[src/rtl/pc_unit.sv]
// Program counter: holds the current PC, steps by PC_STEP or loads a word-aligned target.
// Optional misaligned-target trap is enabled by defining PC_MISALIGN_TRAP_EN.

module pc_unit_adder #(
  parameter logic [31:0] STEP = 32'd4
) (
  input  logic [31:0] i_a,
  output logic [31:0] o_sum
);
  // Only the low 32 bits are kept, so the sum wraps and the carry out is dropped.
  assign o_sum = i_a + STEP;
endmodule

module pc_unit #(
  parameter logic [31:0] RESET_VECTOR = 32'h0000_0000,
  parameter logic [31:0] PC_STEP      = 32'd4
) (
  input  logic        clk,
  input  logic        rst,
  input  logic        en,
  input  logic        pc_sel,
  input  logic [31:0] target,
  output logic [31:0] pc_out,
  output logic [31:0] pc_plus4,
  output logic        misaligned
);

  logic [31:0] r_pc;
  logic [31:0] w_pc_step;
  logic [31:0] w_target_aligned;
  logic [31:0] w_pc_next;
  logic        w_trap;

  pc_unit_adder #(.STEP(PC_STEP)) u_adder (
    .i_a   (r_pc),
    .o_sum (w_pc_step)
  );

  // The mask keeps every target bit in use, including in the build without the trap.
  assign w_target_aligned = target & ~32'h0000_0003;

`ifdef PC_MISALIGN_TRAP_EN
  assign w_trap = pc_sel && (target[1:0] != 2'b00);
`else
  assign w_trap = 1'b0;
`endif

  always_comb begin
    w_pc_next = w_pc_step;
    if (pc_sel) begin
      w_pc_next = w_target_aligned;
    end
  end

  always_ff @(posedge clk) begin
    if (rst) begin
      r_pc <= RESET_VECTOR;
    end else if (en && !w_trap) begin
      r_pc <= w_pc_next;
    end
  end

`ifdef PC_MISALIGN_TRAP_EN
  logic r_misaligned;

  // Any enabled update rewrites the flag, so a trap is visible for one enabled cycle.
  always_ff @(posedge clk) begin
    if (rst) begin
      r_misaligned <= 1'b0;
    end else if (en) begin
      r_misaligned <= w_trap;
    end
  end

  assign misaligned = r_misaligned;
`else
  assign misaligned = 1'b0;
`endif

  assign pc_out   = r_pc;
  assign pc_plus4 = w_pc_step;

endmodule

[config.mk]
export PLATFORM = sky130hd
export DESIGN_NAME = pc_unit
export DESIGN_NICKNAME = d
export VERILOG_FILES = /design/src/rtl/pc_unit.sv
export SDC_FILE = /design/constraint.sdc
export NUM_CORES = 1
export LEC_CHECK = 0
export BUFFER_PORTS_ARGS = -buffer_cell sky130_fd_sc_hd__buf_2
export CAP_MARGIN = 40
export CORE_MARGIN = 5
export CORE_UTILIZATION = 52
export DETAILED_ROUTE_END_ITERATION = 8
export PLACE_DENSITY = 0.83
export SETUP_SLACK_MARGIN = 0.02
export SYNTH_ARGS = -nofsm -noshare
export SYNTH_HDL_FRONTEND = slang
export SYNTH_SLANG_ARGS = --single-unit
[constraint.sdc]
create_clock -name clk -period 5.4 [get_ports clk]
set_input_delay 0.27 -clock clk [delete_from_list [all_inputs] [get_ports clk]]
set_output_delay 0.27 -clock clk [all_outputs]
set_load 0.1 [all_outputs]
Word-level counts from Yosys, hierarchy flattened. Cells that the tools add are included.

Logic and storage cells: 3. Register bits after elaboration: 32. Bits of input ports: 36.

Add/subtract/negate cells: 1. Multiplexer cells: 1.

Operators with widths (count): 32-bit by 3-bit adder with 32-bit output, second input constant (1); 32-bit two-way mux (1).

Longest topological paths before layout.
Depth in word-level cells: 2. Mapped depth: 7. Depth with buffers taken out: 6.

Cells and area by module. Synthesis repeated with hierarchy kept, for this count alone.

Cell total of the unflattened synthesis: 227. Area total of the unflattened synthesis: 2023.2 um^2.

By module, submodules not included: pc_unit (area an instance 1442.6 um^2, cells each 144, times used 1); pc_unit_adder (area an instance 580.6 um^2, cells each 83, times used 1).

Worst setup path before layout. Ideal clock, no wire load.

Path kind: register to output. Start: register r_pc[6] (netlist: pc_out[6]). End: output pc_plus4[30]. Cell stages (with the launch flop): 8. Setup slack: 1.066 ns. Arrival: 4.064 ns. Cell sequence: dfxtp_1 -> buf_4 -> nand3_1 -> or4_1 -> buf_6 -> nor3_4 -> nand2_1 -> xnor2_1.

Cells in the longest elaborated chain, start to end: 1.

Ends and longest elaborated chain: start: declaration (RTL line 28) `logic [31:0] r_pc;`; start signal: assignment (RTL line 59) `r_pc <= w_pc_next;`; 32-bit by 3-bit adder with 32-bit output (RTL line 11) `assign o_sum = i_a + STEP;`; end: declaration (RTL line 24) `output logic [31:0] pc_plus4,`.

Every way passes these cells.

Final worst setup path.
Start: register r_pc[2] (netlist: pc_out[2]). End: output pc_plus4[18].

The elaborated chain is that of the path after synthesis.

==> out/qor.csv <==
metric;value;unit
Clk pwr share;23.1;%
Max Buffers Root-to-Sink;2;
final hold violation count;0;
initial core utilization;54.1;%
top area cells in the synthesized netlist;dfxtp_1, xnor2_1, a22oi_1;
fill cell count;402;
CP Depth;6;
mux contribution to synthesized area;3.25;%
Die Ht;77.8;um
Yosys reg bits;30;
xor/xnor share of the synthesized area;10.3;%
die area;0.00605;mm^2
post-layout minimum cycle time;3290;ps
fin. max-slew vios;0;
Synth warnings;0;
# port buffers;93;
All-Layer GR Usage;21.4;%
initial antenna violation count;0;
post-layout power;0.000735;W
Final Cycle Share;61.0;%
routed len/inst;15.4;um
cts hold-fix bufs;0;
slowest cell delay on critical path;540;ps
Worst Path Buf+Inv;1;
RSZ-0062 raised after global routing;no;
fin area;0.00290;mm^2
Worst EP arrival;3020;ps
pin count of the biggest net entering global routing;58;
most frequent cells after synthesis;nor2_1, dfxtp_1, nand2_1;
DRT Pass-1 Iters;5;
vias in the first global route;2348;
largest family of logic cells by synthesized area;simple AND/OR/NAND/NOR gates;
R2R cell count;5;
final clock skew;7.45;ps
hold path depth;3;
vias per cell;5.77;
internal power;0.000379;W
post-route ant nets;0;
kind of end point of the critical path;output port;
via count;2514;
core area;0.00441;mm^2
TritonCTS Buffers;5;
H-Tree Depth;2;
Synth Flop Type;dfxtp_1;
max reg flops;30;
Worst-Margin Slew;830;ps
Yosys cell types;56;
postcts setup bufs;0;
# DRC;0;
final hold slack;268;ps
# setup viols final;0;
Worst Path Max Fanout;8;
global-route wire length before repair;11000;um
share of post-route cells with drive strength above 1;29.9;%
Sw Ratio;48.4;%
post-synthesis cell count;306;
worst skew pair latency;280;ps
Rows;24;
Rel. slew slack;44.7;%
Final nets;421;
ant diodes;0;
CP delay by family, top;simple AND/OR/NAND/NOR gates;
Clock Sinks;30;
crit-path cells;ha_1 > nand3_2 > nor3_1 > nor3b_1 > xnor2_1 > buf_2;
Routed WL;6720;um
leak pwr;1.33;nW
Area after DPL;0.00282;mm^2
f_max;304;MHz
Post-synth ARST share;0;%
post-synthesis adder-cell area fraction;0.524;%
setup TNS;0;ps
status;finished, final reports clean;
Syn Std Cell Area;0.00239;mm^2
placer congestion estimate;0.816;
Avg Inst Size Synth;7.81;um^2
I/O pin count;101;
most common cell in the netlist;nor2_1;
Max Cap Violations;0;
TritonCTS clock tree;yes;
Min-Delay Path Class;input port to flip-flop;
Synth Area in Simple Gates;31.5;%
synthesis-to-finish area growth;21.3;%
Starting DRT DRC Count;193;
Setup CP Type;flip-flop to output port;
Seq pwr share;34.6;%
combinational share of power;42.3;%
post-synthesis compound-gate area fraction;21.8;%
final core occ;65.6;%
HPWL after detailed placement;4780;um
Yosys top cell area share;25.1;%
maximum vdd drop;0.141;mV
post-synthesis sequential area ratio;25.1;%
CP Data Required Time;5130;ps
total gr overflow;0;
Power Density;254;mW/mm^2
die width;77.8;um
clock-pin slew on the worst setup and hold paths;60;ps
EDFF count, synth;0;
Gates resized, CTS repair;0;
P_sw;0.000356;W
largest area contributor in the netlist;dfxtp_1;
CTS root buffer;clkbuf_8;
Startpoint Class;flip-flop;
Worst path slowest cell;nor3_1;
power by group through the flow:
stage,logic [W],registers (W),clock network (W)
finish,0.000311,0.000254,0.000170
global route,0.000325,0.000257,0.000184
detailed placement,0.000311,0.000259,0
CTS,0.000312,0.000254,0.000170
global placement,0.000307,0.000258,0
floorplan,0.000181,0.000342,0
tightest hold or removal path, delay by kind of cell:
kind / cells / cell delay [ps]
compound gates: 2 / 160
buf+inv: 1 / 80
cell type report:
type / count / area, um^2 / area share [%]
Tap cell: 52 / 65.1 / 2.25
Inverter: 11 / 41.3 / 1.43
Clock buffer: 7 / 76.3 / 2.63
Multi-Input combinational cell: 242 / 1630 / 56.2
Sequential cell: 30 / 601 / 20.7
Timing Repair Buffer: 94 / 485 / 16.8
path summary, 6_finish.rpt:
kind,start,endpoint,slack [ps]
min reg2reg,pc_out[3],pc_out[3],550
min,target[13],pc_out[13],270
max,pc_out[2],pc_plus4[18],2110
max reg2reg,pc_out[6],pc_out[31],2860
cells in the final DEF, fill, tap and decap left out, drive strengths merged, types with 5 or more instances in the layout:
master,instances
a21oi,10
buf,94
nand4,7
a22oi,16
and3,5
o32ai,6
nor2b,12
o21a,6
nor2,31
inv,11
a31oi,7
xor2,7
clkbuf,7
o21ai,15
dfxtp,30
nand2b,5
nand3,9
xnor2,21
nor4,10
conb,5
nand2,22
nor3,7
kinds of logic (layout without fill, tap and decap cells):
family	count (synthesis)	count (layout)
other cells	1	5
compound gates	76	76
simple gates	125	125
xor+xnor	28	28
fa+ha+maj	1	1
mux	7	7
buf+inv	38	112
flops	30	30
per-layer routing:
metal	track usage (%)	share of wire (%)
met1	27.8	43
met5	0	0
met2	36.9	50
met3	3.94	6.8
met4	4.47	0.71
stage by stage:
stage | worst slack [ps] | instances
floorplan | 1070 | 310
global placement | 2430 | 428
detailed placement | 2410 | 429
CTS | 2130 | 436
global route | 1920 | 436
finish | 2110 | 436
No activity file was read; power rests on OpenSTA's default activity.
